==> config.mk <==
export PLATFORM = sky130hd
export DESIGN_NAME = png_chunk_wrap_flat
export DESIGN_NICKNAME = d
export VERILOG_FILES = /design/src/rtl/png_chunk_wrap_if.sv /design/src/rtl/png_chunk_wrap.sv /design/src/flat_wrapper.sv
export SDC_FILE = /design/constraint.sdc
export NUM_CORES = 1
export LEC_CHECK = 0
export BUFFER_PORTS_ARGS = -buffer_cell sky130_fd_sc_hd__buf_2
export CAP_MARGIN = 20
export CORE_AREA = 2 2 127 129
export CTS_CLUSTER_DIAMETER = 120
export DETAILED_ROUTE_END_ITERATION = 10
export DIE_AREA = 0 0 129 131
export GPL_ROUTABILITY_DRIVEN = 0
export GPL_TIMING_DRIVEN = 0
export PLACE_DENSITY = 0.76
export SYNTH_ARGS = -nofsm -noshare
export SYNTH_HDL_FRONTEND = slang
export SYNTH_SLANG_ARGS = --single-unit
export TNS_END_PERCENT = 5
==> constraint.sdc <==
create_clock -name clk -period 5.1 [get_ports clk]
set_input_delay 0.255 -clock clk [delete_from_list [all_inputs] [get_ports clk]]
set_output_delay 0.255 -clock clk [all_outputs]
set_load 0.05 [all_outputs]
==> src/rtl/png_chunk_wrap_if.sv <==
// Signal bundle around png_chunk_wrap: chunk request, input/output word
// streams and the crc32_core side channel. Names keep the DUT-relative _i/_o view.
interface png_chunk_wrap_if #(
    parameter int DATA_WD = 32,
    parameter int LEN_WD  = 32
);
    logic               start_i;
    logic               start_rdy_o;
    logic [LEN_WD-1:0]  len_i;
    logic [31:0]        typ_i;
    logic               val_i;
    logic [DATA_WD-1:0] dat_i;
    logic               rdy_o;
    logic               val_o;
    logic [DATA_WD-1:0] dat_o;
    logic               lst_o;
    logic               rdy_i;
    logic               err_o;
    logic               crc_start_o;
    logic               crc_val_o;
    logic [31:0]        crc_dat_o;
    logic               crc_lst_o;
    logic               crc_done_i;
    logic               crc_val_i;
    logic [31:0]        crc_dat_i;

    modport slave (
        input  start_i, len_i, typ_i, val_i, dat_i, rdy_i,
               crc_done_i, crc_val_i, crc_dat_i,
        output start_rdy_o, rdy_o, val_o, dat_o, lst_o, err_o,
               crc_start_o, crc_val_o, crc_dat_o, crc_lst_o
    );

    modport master (
        output start_i, len_i, typ_i, val_i, dat_i, rdy_i,
               crc_done_i, crc_val_i, crc_dat_i,
        input  start_rdy_o, rdy_o, val_o, dat_o, lst_o, err_o,
               crc_start_o, crc_val_o, crc_dat_o, crc_lst_o
    );
endinterface

==> src/rtl/png_chunk_wrap.sv <==
// Frames one PNG chunk as length, type, data words and CRC word, feeding the
// type and data words to an external crc32_core exactly once each.
module png_chunk_wrap #(
    parameter int DATA_WD = 32,
    parameter int LEN_WD  = 32
) (
    input  logic             clk,
    input  logic             rst,
    png_chunk_wrap_if.slave  bus
);
    localparam int CNT_WD = LEN_WD - 2;

    typedef enum logic [2:0] {
        S_IDLE, S_INIT, S_LEN, S_TYP, S_DAT, S_WAIT, S_CRCO
    } state_t;

    state_t              state_q, state_d;
    logic [LEN_WD-1:0]   len_q, len_d;
    logic [31:0]         typ_q, typ_d;
    logic [CNT_WD-1:0]   cnt_q, cnt_d;
    logic [31:0]         crc_q, crc_d;
    logic                err_q, err_d;
    logic                crc_val_q, crc_val_d;
    logic [31:0]         crc_dat_q, crc_dat_d;
    logic                crc_lst_q, crc_lst_d;

    // crc32_core completion is informational; the result strobe is crc_val_i.
    logic unused_done;
    assign unused_done = bus.crc_done_i;

    // NOTE: every register, including the captured header and CRC, is cleared
    // by reset so an aborted chunk leaves nothing behind for the next one.
    always_ff @(posedge clk or posedge rst) begin
        if (rst) begin
            state_q   <= S_IDLE;
            len_q     <= '0;
            typ_q     <= '0;
            cnt_q     <= '0;
            crc_q     <= '0;
            err_q     <= 1'b0;
            crc_val_q <= 1'b0;
            crc_dat_q <= '0;
            crc_lst_q <= 1'b0;
        end else begin
            // NOTE: non-blocking assignments so all state updates see pre-edge values.
            state_q   <= state_d;
            len_q     <= len_d;
            typ_q     <= typ_d;
            cnt_q     <= cnt_d;
            crc_q     <= crc_d;
            err_q     <= err_d;
            crc_val_q <= crc_val_d;
            crc_dat_q <= crc_dat_d;
            crc_lst_q <= crc_lst_d;
        end
    end

    always_comb begin
        // NOTE: defaults first so no path through the case leaves a latch.
        state_d   = state_q;
        len_d     = len_q;
        typ_d     = typ_q;
        cnt_d     = cnt_q;
        crc_d     = crc_q;
        err_d     = 1'b0;
        crc_val_d = 1'b0;
        crc_dat_d = '0;
        crc_lst_d = 1'b0;
        unique case (state_q)
            S_IDLE: begin
                if (bus.start_i) begin
                    if (bus.len_i[1:0] != 2'b00) begin
                        err_d = 1'b1;
                    end else begin
                        len_d   = bus.len_i;
                        typ_d   = bus.typ_i;
                        cnt_d   = bus.len_i[LEN_WD-1:2];
                        state_d = S_INIT;
                    end
                end
            end
            S_INIT: state_d = S_LEN;
            S_LEN: begin
                if (bus.rdy_i) state_d = S_TYP;
            end
            S_TYP: begin
                // The type word enters the CRC only once it has left downstream.
                if (bus.rdy_i) begin
                    crc_val_d = 1'b1;
                    crc_dat_d = typ_q;
                    crc_lst_d = (cnt_q == '0);
                    state_d   = (cnt_q == '0) ? S_WAIT : S_DAT;
                end
            end
            S_DAT: begin
                if (bus.val_i && bus.rdy_i) begin
                    crc_val_d = 1'b1;
                    crc_dat_d = 32'(bus.dat_i);
                    crc_lst_d = (cnt_q == CNT_WD'(1));
                    cnt_d     = cnt_q - CNT_WD'(1);
                    if (cnt_q == CNT_WD'(1)) state_d = S_WAIT;
                end
            end
            S_WAIT: begin
                if (bus.crc_val_i) begin
                    crc_d   = bus.crc_dat_i;
                    state_d = S_CRCO;
                end
            end
            S_CRCO: begin
                if (bus.rdy_i) state_d = S_IDLE;
            end
            default: state_d = S_IDLE;
        endcase
    end

    always_comb begin
        bus.start_rdy_o = (state_q == S_IDLE);
        bus.crc_start_o = (state_q == S_INIT);
        bus.rdy_o       = 1'b0;
        bus.val_o       = 1'b0;
        bus.dat_o       = '0;
        bus.lst_o       = 1'b0;
        unique case (state_q)
            S_LEN: begin
                bus.val_o = 1'b1;
                bus.dat_o = DATA_WD'(len_q);
            end
            S_TYP: begin
                bus.val_o = 1'b1;
                bus.dat_o = DATA_WD'(typ_q);
            end
            S_DAT: begin
                bus.rdy_o = bus.rdy_i;
                bus.val_o = bus.val_i;
                bus.dat_o = bus.dat_i;
            end
            S_CRCO: begin
                bus.val_o = 1'b1;
                bus.lst_o = 1'b1;
                bus.dat_o = DATA_WD'(crc_q);
            end
            default: ;
        endcase
    end

    assign bus.err_o     = err_q;
    assign bus.crc_val_o = crc_val_q;
    assign bus.crc_dat_o = crc_dat_q;
    assign bus.crc_lst_o = crc_lst_q;
endmodule

==> src/flat_wrapper.sv <==
// flat-port wrapper written by rule: the top's interface ports become plain ports
module png_chunk_wrap_flat 
#(
    parameter int DATA_WD = 32,
    parameter int LEN_WD  = 32
)
  (clk, rst, bus_start_i, bus_len_i, bus_typ_i, bus_val_i, bus_dat_i, bus_rdy_i, bus_crc_done_i, bus_crc_val_i, bus_crc_dat_i, bus_start_rdy_o, bus_rdy_o, bus_val_o, bus_dat_o, bus_lst_o, bus_err_o, bus_crc_start_o, bus_crc_val_o, bus_crc_dat_o, bus_crc_lst_o);
  png_chunk_wrap_if #(.DATA_WD(DATA_WD), .LEN_WD(LEN_WD)) bus_i ();
  input  logic clk;
  input  logic rst;
  input wire logic [$bits(bus_i.start_i)-1:0] bus_start_i;
  input wire logic [$bits(bus_i.len_i)-1:0] bus_len_i;
  input wire logic [$bits(bus_i.typ_i)-1:0] bus_typ_i;
  input wire logic [$bits(bus_i.val_i)-1:0] bus_val_i;
  input wire logic [$bits(bus_i.dat_i)-1:0] bus_dat_i;
  input wire logic [$bits(bus_i.rdy_i)-1:0] bus_rdy_i;
  input wire logic [$bits(bus_i.crc_done_i)-1:0] bus_crc_done_i;
  input wire logic [$bits(bus_i.crc_val_i)-1:0] bus_crc_val_i;
  input wire logic [$bits(bus_i.crc_dat_i)-1:0] bus_crc_dat_i;
  output wire logic [$bits(bus_i.start_rdy_o)-1:0] bus_start_rdy_o;
  output wire logic [$bits(bus_i.rdy_o)-1:0] bus_rdy_o;
  output wire logic [$bits(bus_i.val_o)-1:0] bus_val_o;
  output wire logic [$bits(bus_i.dat_o)-1:0] bus_dat_o;
  output wire logic [$bits(bus_i.lst_o)-1:0] bus_lst_o;
  output wire logic [$bits(bus_i.err_o)-1:0] bus_err_o;
  output wire logic [$bits(bus_i.crc_start_o)-1:0] bus_crc_start_o;
  output wire logic [$bits(bus_i.crc_val_o)-1:0] bus_crc_val_o;
  output wire logic [$bits(bus_i.crc_dat_o)-1:0] bus_crc_dat_o;
  output wire logic [$bits(bus_i.crc_lst_o)-1:0] bus_crc_lst_o;
  assign bus_i.start_i = bus_start_i;
  assign bus_i.len_i = bus_len_i;
  assign bus_i.typ_i = bus_typ_i;
  assign bus_i.val_i = bus_val_i;
  assign bus_i.dat_i = bus_dat_i;
  assign bus_i.rdy_i = bus_rdy_i;
  assign bus_i.crc_done_i = bus_crc_done_i;
  assign bus_i.crc_val_i = bus_crc_val_i;
  assign bus_i.crc_dat_i = bus_crc_dat_i;
  assign bus_start_rdy_o = bus_i.start_rdy_o;
  assign bus_rdy_o = bus_i.rdy_o;
  assign bus_val_o = bus_i.val_o;
  assign bus_dat_o = bus_i.dat_o;
  assign bus_lst_o = bus_i.lst_o;
  assign bus_err_o = bus_i.err_o;
  assign bus_crc_start_o = bus_i.crc_start_o;
  assign bus_crc_val_o = bus_i.crc_val_o;
  assign bus_crc_dat_o = bus_i.crc_dat_o;
  assign bus_crc_lst_o = bus_i.crc_lst_o;
  png_chunk_wrap #(.DATA_WD(DATA_WD), .LEN_WD(LEN_WD)) u_core (.clk(clk), .rst(rst), .bus(bus_i));
endmodule
Word level (Yosys, flattened, before mapping)
Cells that the tools add are included.
Storage, ports and cells
  register bits after elaboration: 164
  output and inout port bits: 72
Cells by class
  add/sub/neg operators: 1
  equal/unequal tests: 15
  muxes and demuxes: 30
  bitwise logic cells: 1
  reduce and logical (&&, ||, !) cells: 10
Operators by type and width (number)
  32-bit one-hot mux with 4 select lines: 1
  30-bit 2-to-1 mux: 3
  32-bit 2-to-1 mux: 2
  32-bit one-hot mux with 2 select lines: 1
  30-bit one-hot mux with 2 select lines: 1
  30-bit by 1-bit == test with 1-bit output (second input constant): 1
  30-bit zero test: 1
  30-bit by 1-bit subtractor with 30-bit output (second input constant): 1
  3-bit 2-to-1 mux: 8
  3-bit one-hot mux with 7 select lines: 1
  2-bit inequality test (second input constant): 6
  1-bit 2-to-1 mux: 10
  3-bit == test (second input constant): 3
  8-bit AND reduction: 1
  3-bit by 2-bit == test with 1-bit output (second input constant): 2
  1-bit one-hot mux with 2 select lines: 3
  2-bit by 1-bit inequality test with 1-bit output (second input constant): 2
  4-bit AND reduction: 1
  2-bit nonzero test: 2
  3-bit by 1-bit == test with 1-bit output (second input constant): 1
  3-bit zero test: 1
  3-bit AND reduction: 1
  3-bit OR reduction: 1
  2-bit AND reduction: 1
  other kinds (2): 2

Depth between registers and ports, before layout
Gate-level depths: netlist of run 1.
  depth after elaboration: 4
  mapped depth: 8
  gate-level depth less buffers: 7

Worst setup path after synthesis of run 1
No wires, ideal clock.
  kind: register -> output
  start: reg u_core.state_q[2]
  end: out bus_dat_o[10]
  arrival time: 2083 ps
  required time: 4845 ps
  slack: 2762 ps
  stages on the path, launching flop included: 7
  path buffers: 3
  cell sequence: dfrtp_1 clkbuf_1 and3b_1 clkbuf_1 clkbuf_1 a22oi_1 nand2_1
On the way
  longest elaborated chain between the ends: 2
  elaborated cells between the ends (all ways): 5
RTL lines
  start: declaration: line png_chunk_wrap.sv:17  | state_t state_q, state_d;
  start signal: assignment: line png_chunk_wrap.sv:46  | state_q <= state_d;
  3-bit == test or 3-bit by 2-bit == test with 1-bit output (tied branches): line png_chunk_wrap.sv:124  | unique case (state_q)
  32-bit one-hot mux with 4 select lines *: line png_chunk_wrap.sv:124
  end: declaration: line flat_wrapper.sv:23  | output wire logic [$bits(bus_i.dat_o)-1:0] bus_dat_o;
Every way passes the cells marked *; elsewhere a longest branch is shown, timed or not.

Final worst setup path of run 1
  start: reg u_core.state_q[2]
  end: out bus_dat_o[31]
The elaborated chain is that of the path after synthesis.

==> results of run 1 <==
synthesized netlist by cell type, drive strengths merged, types with 2 or more instances:
library cell  number  share of area [%]
o311ai             2               0.23
and2               4               0.33
or2                3               0.24
buf               10               0.67
nand2            241                 12
o41ai              2               0.23
o22a               2               0.24
o21ai             31                2.0
or3b               2               0.23
a41oi              2               0.23
o211ai             2               0.20
nand3b             3               0.29
a31oi              5               0.41
inv                7               0.34
a32oi              2               0.23
o22ai              4               0.33
ha                 2               0.33
or4                6               0.64
or3                7               0.59
and3               3               0.24
a22o              33                3.8
nor4b              2               0.31
a21oi             19                1.2
a211oi             3               0.29
nor3b              3               0.36
and3b              2               0.23
nand4              5               0.41
nand4b             3               0.34
nor4               6               0.85
nor2              20                1.0
mux2              32                4.7
a21o               2               0.20
a22oi             67                6.5
nor3              14               0.98
clkbuf            51                2.7
nand3             18                1.2
a2bb2oi            5               0.57
dfrtp            164                 53
power breakdown:
part	total (uW)	switching [uW]	internal [uW]
clock	1270	517	756
sequential	2200	398	1800
combinational	2420	1680	732
total	5890	2600	3290
placed cells by master (no fill, tap or decap), types with 3 or more instances in the layout:
cell type,synthesis,final
clkbuf_1,49,52
nand4b_1,3,3
or4_1,5,5
o21ai_0,31,31
or3_1,6,6
a31oi_1,5,5
o22ai_1,4,4
nand4_1,5,5
or2_2,3,3
nand3b_1,3,3
buf_1,6,6
inv_1,7,6
a22o_1,33,33
a2bb2oi_1,5,5
a211oi_1,3,3
dfrtp_1,164,164
buf_2,2,207
nor4_1,3,3
and3_1,3,3
nand3_1,18,18
mux2_2,32,32
nand2_1,241,241
a22oi_1,67,67
clkbuf_16,0,17
a21oi_1,19,19
nor2_1,19,19
and2_1,4,4
clkbuf_8,1,4
clkinv_2,0,3
nor3_1,13,13
critical path: cells and delay by family, from the launching register on:
kind,cells,cell delay [ns]
compound gates,1,0.19
buf+inv,4,1.65
simple gates,2,0.66
flops,1,0.35
worst min path at each step:
stage / start / end / slack (ns) / cells past startpoint
4_1_cts: bus_typ_i[24] / u_core.typ_q[24]$_DFFE_PP0P_ / 0.004 / 3
5_1_grt: bus_typ_i[12] / u_core.typ_q[12]$_DFFE_PP0P_ / 0.02 / 3
6_report: bus_typ_i[11] / u_core.typ_q[11]$_DFFE_PP0P_ / -0.0007 / 3
3_3_place_gp: bus_typ_i[11] / u_core.typ_q[11]$_DFFE_PP0P_ / 0.45 / 3
2_1_floorplan: bus_len_i[10] / u_core.len_q[10]$_DFFE_PP0P_ / 0.36 / 2
3_5_place_dp: rst / u_core.typ_q[24]$_DFFE_PP0P_ / 0.27 / 2
per-layer routing:
layer	share of wire, %	up-vias
met1	41	3478
met4	3.2	0
met2	47	411
met3	8.8	59
met5	0	-
li1	-	3291
stage by stage:
stage	hold WS (ns)	std cells	TNS, ns	instance area [um^2]	util [%]
final	-0.000694	1255	0	9610	61.6
after detailed placement	0.274	1222	0	9020	57.8
after CTS	0.00447	1255	0	9610	61.6
after global placement	0.449	1221	-220.81	8980	57.6
after global routing	0.0223	1255	0	9610	61.6
after floorplan	0.360	800	0	7680	-
layout make-up:
class,instances,share of cell area [%]
tap,216,2.81
clock inverter,8,1.04
multi-input combinational,568,34.3
sequential,164,42.7
clock buffer,23,4.97
inverter,7,0.351
buffer,61,2.67
timing repair buffer,208,11.2
cell families after synthesis:
logic type      after synthesis  synth area share, %
compound gates              189                 17.6
fa+ha+maj                     2                0.326
buf+inv                      68                 3.68
flops                       164                 53.4
mux                          33                 4.82
simple gates                344                 20.1
registers in the layout, indices dropped and copies added, names as in the netlist:
signal,count
u_core.typ_q,32
u_core.bus.err_o,1
u_core.bus.crc_dat_o,32
u_core.bus.crc_lst_o,1
u_core.bus.crc_val_o,1
u_core.len_q,32
u_core.cnt_q,30
u_core.crc_q,32
u_core.state_q,3
==> flow_summary_export.csv, run 1 <==
group,metric,value,unit
outcome,violations,"negative hold slack",
grt,grt_overflow,0,
floorplan,start_util,49.3,%
critical_path,reg2reg_slack,2.20,ns
sta,relSlewSlack,38.2,%
grt,use_met2,48.6,%
clock_network,cts_resized,0,
grt,antenna_found_initial,0,
clock_network,clk_pin_slew,0.06,ns
layout,syn2layout_area_growth,25.1,%
clock_network,hold_buffers,2,
grt,grt_max_degree,118,
sta,max_freq,282,MHz
sta,finalClockSkew,0.00830,ns
sta,layout_min_cycle_time,3.54,ns
grt,grt_pass1_vias,6910,
critical_path,endpoint_kind,"output port",
placed_design,port_buffers,205,
synthesis,syn_inst,800,
critical_path,cp_max_fo,10,
layout,regArea,0.00410,mm^2
drt,antenna_left,0,
pwr,finalPower,5890,uW
floorplan,fp-row-count,46,
synthesis,synth_seq_cells,164,
synthesis,yosys_warnings,0,
layout,multi_input_area,0.00330,mm^2
critical_path,worstPathArrival,3.29,ns
clock_network,clockRootBuffer,"clkbuf_16",
clock_network,htree_levels,4,
drt,finalWirelength,25300,um
drt,via_count,7239,
placed_design,dp_hpwl,18000,um
synthesis,synth_nets,937,
sta,rsz0062_at_grt,"false",
grt,busiest_layer,"met2",
sta,hold_slack,-0.000694,ns
critical_path,worst_setup_path_start_kind,"register",
grt,grt_pass1_wl,38000,um
floorplan,dieArea,0.0169,mm^2
floorplan,die_y,131,um
drt,routed_via_density,5.77,
critical_path,cp_slowest_cell,"clkbuf_1",
critical_path,slowest_delay,0.62,ns
grt,gr-usage-met1,40.5,%
floorplan,die-width,129,um
sta,worst_slack,1.56,ns
outcome,status,"complete, but fails checks",
critical_path,crit_type,"reg -> out",
critical_path,endpoint,"bus_dat_o[31]",
clock_network,clkLatencyLatePin,0.44,ns
flow_run,maxCapViolCount,0,
layout,layout-drive-gt1-share,27.7,%
drt,initialDrtViolationCount,911,
grt,grtUsageMet3,6.47,%
layout,n_antenna_cell,0,
critical_path,cp_common_cell,"clkbuf_1",
clock_network,cts.path.max_buffers,2,
placed_design,pre_cts_slack,2.12,ns
sta,fin_crit_sh,69.4,%
critical_path,r2r_cells,7,
sta,worst_slew_pin_slew,0.927,ns
grt,grt_use_total,30.4,%
sta,setup_violations,0,
synthesis,syn_area_per_cell,9.61,um^2
layout,nFillCells,1349,
drt,drc,0,
critical_path,crit_start,"u_core.state_q[2]$_DFFE_PP0P_",
synthesis,synth_ff_type,"dfrtp_1",
critical_path,crit_chain,"clkbuf_1, nor3b_2, clkbuf_1, clkbuf_1, a22oi_1, nand2_1, buf_2",
synthesis,async_flop_share,100,%
clock_network,postCtsSetupBuffers,0,
clock_network,cts_num_sinks,164,
pwr,p_leak,0.00487,uW
synthesis,yosysUniqueCellTypes,64,
synthesis,syn_area,0.00768,mm^2
synthesis,ys_seq_area_share,53.4,%
hold_path,hp-class,"in -> reg",
sta,drv_slew,0,
clock_network,numCtsBuffers,17,
critical_path,cp.required,4.85,ns
drt,dr.pass1.iters,6,
clock_network,tritoncts,"done",
synthesis,synth_edf_count,0,
layout,nets,1164,
critical_path,reg2reg_from,"u_core.state_q[0]$_DFFE_PP0P_",
pwr,vdd_drop_max,0.349,mV
floorplan,io_pins,207,
sta,finalHoldViolCount,1,
pwr,power_density,613,mW/mm^2
critical_path,worstReg2RegEnd,"u_core.bus.crc_dat_o[30]$_DFF_PP0_",
drt,wl_per_cell,20.1,um
floorplan,fp.coreArea,0.0156,mm^2
(Power assumes the default switching activity.)
==> run 2: changes to the inputs <==
clock period = 3.5 ns   (was 5.1 ns; I/O delays follow)
==> flow_summary_export.csv, run 2 (synthesized netlist as in run 1, its figures left out) <==
group,metric,value,unit
floorplan,dieArea,0.0169,mm^2
drt,via_count,7808,
flow_run,maxCapViolCount,0,
critical_path,reg2reg_slack,0.59,ns
layout,final_cell_mix,"241 x nand2_1, 207 x buf_2, 164 x dfrtp_1, 93 x dlygate4sd3_1, 67 x a22oi_1",
placed_design,dp_hpwl,18400,um
drt,initialDrtViolationCount,911,
drt,finalWirelength,27300,um
critical_path,worstReg2RegEnd,"u_core.bus.crc_dat_o[2]$_DFF_PP0_",
drt,drc,0,
sta,fin_crit_sh,96.8,%
clock_network,clockRootBuffer,"clkbuf_16",
drt,wl_per_cell,20.2,um
critical_path,crit_type,"reg -> out",
grt,grt_max_degree,41,
sta,worst_slack,0.110,ns
sta,finalClockSkew,0.00673,ns
clock_network,cts.path.max_buffers,2,
grt,grt_use_total,32.4,%
critical_path,endpoint,"bus_dat_o[15]",
critical_path,worst_setup_path_start_kind,"register",
clock_network,clkLatencyLatePin,0.43,ns
pwr,power_density,827,mW/mm^2
critical_path,slowest_delay,0.56,ns
drt,dr.pass1.iters,5,
sta,max_freq,295,MHz
placed_design,pre_cts_slack,0.555,ns
floorplan,start_util,49.3,%
floorplan,io_pins,207,
critical_path,worstPathArrival,3.21,ns
layout,final_util,67.9,%
critical_path,reg2reg_from,"u_core.state_q[0]$_DFFE_PP0P_",
grt,grt_pass1_vias,7660,
layout,final-instance-count-excl-fill,1348,
critical_path,crit_start,"u_core.state_q[2]$_DFFE_PP0P_",
floorplan,fp.coreArea,0.0156,mm^2
layout,layout-drive-gt1-share,26.0,%
drt,antenna_left,0,
layout,nets,1258,
critical_path,cp_common_cell,"clkbuf_1",
placed_design,dp_cells,1225,
clock_network,cts_num_sinks,164,
sta,rsz0062_at_grt,"true",
floorplan,die_y,131,um
clock_network,htree_levels,4,
hold_path,hp-class,"in -> reg",
grt,grt_overflow,0,
floorplan,die-width,129,um
critical_path,cp_max_fo,10,
grt,antenna_found_initial,0,
clock_network,clk_pin_slew,0.06,ns
pwr,finalPower,8770,uW
critical_path,crit_chain,"clkbuf_1, nor3b_2, clkbuf_1, clkbuf_1, a22oi_1, nand2_1, buf_2",
critical_path,endpoint_kind,"output port",
layout,n_antenna_cell,0,
clock_network,tritoncts,"done",
drt,routed_via_density,5.79,
clock_network,numCtsBuffers,17,
outcome,status,"finished, final reports clean",
pwr,p_leak,0.00529,uW
sta,finalHoldViolCount,0,
placed_design,port_buffers,205,
floorplan,fp-row-count,46,
grt,grt_pass1_wl,40700,um
critical_path,r2r_cells,7,
critical_path,cp.required,3.32,ns
critical_path,cp_slowest_cell,"clkbuf_1",
layout,final_common_cell,"nand2_1",
sta,relSlewSlack,37.8,%
pwr,vdd_drop_max,0.432,mV
sta,setup_violations,0,
sta,worst_slew_pin_slew,0.933,ns
sta,layout_min_cycle_time,3.39,ns
sta,drv_slew,0,
layout,syn2layout_area_growth,37.9,%
[run 2: cell type report]
class                           count  area, um^2
Buffer                             61         259
Clock buffer                       21         470
Clock inverter                      9         129
Fill cell                        1165        5000
Inverter                            7        30.0
Multi-Input combinational cell    568        3300
Sequential cell                   164        4100
Tap cell                          216         270
Timing Repair Buffer              302        2040
[run 2: per-layer routing]
layer  routed length, um  part of all wire, %  global-route usage, %
met4                 946                  3.5                   15.2
met3                2980                   11                   7.94
met1               10200                   37                   40.3
met5                   0                    0                      0
met2               13200                   48                   53.6
[run 2: worst min-delay path by stage]
stage / start / endpoint / slack, ns / depth (start not counted)
2_1_floorplan: bus_len_i[10] / u_core.len_q[10]$_DFFE_PP0P_ / 0.28 / 2
3_3_place_gp: bus_typ_i[1] / u_core.typ_q[1]$_DFFE_PP0P_ / 0.37 / 3
3_5_place_dp: rst / u_core.typ_q[24]$_DFFE_PP0P_ / 0.32 / 2
4_1_cts: bus_crc_dat_i[2] / u_core.crc_q[2]$_DFFE_PP0P_ / 0.0005 / 2
5_1_grt: bus_crc_dat_i[3] / u_core.crc_q[3]$_DFFE_PP0P_ / 0.0004 / 2
6_report: bus_dat_i[28] / u_core.bus.crc_dat_o[28]$_DFF_PP0_ / 0.005 / 2
[run 2: report_power, final]
group          switching, uW  internal [uW]
Clock                    736           1170
Sequential               586           2630
Combinational           2510           1140
[run 2: worst max-delay path: cells and delay by family (launching register included)]
family / cells / cell delay [ns]
AO/OA/AOI/OAI: 1 / 0.22
buffers and inverters: 4 / 1.59
flip-flops: 1 / 0.33
AND/OR/NAND/NOR: 2 / 0.65
[run 2: stage by stage]
| stage | setup TNS (ns) | hold slack [ns] | area [um^2] |
|---|---|---|---|
| after global routing | -0.814 | 0.000406 | 10600 |
| after CTS | 0 | 0.000466 | 10600 |
| final | 0 | 0.00495 | 10600 |
| after floorplan | 0 | 0.280 | 7690 |
| after detailed placement | 0 | 0.320 | 9060 |
| after global placement | 0 | 0.365 | 8980 |
[run 2: what timing repair did]
item | CTS | global route
resized for setup | 0 | 3
hold buffers | 92 | 1
hold endpoints to repair | 119 | 1
buffers inserted | 0 | 0
endpoints found under the setup margin | 0 | 32
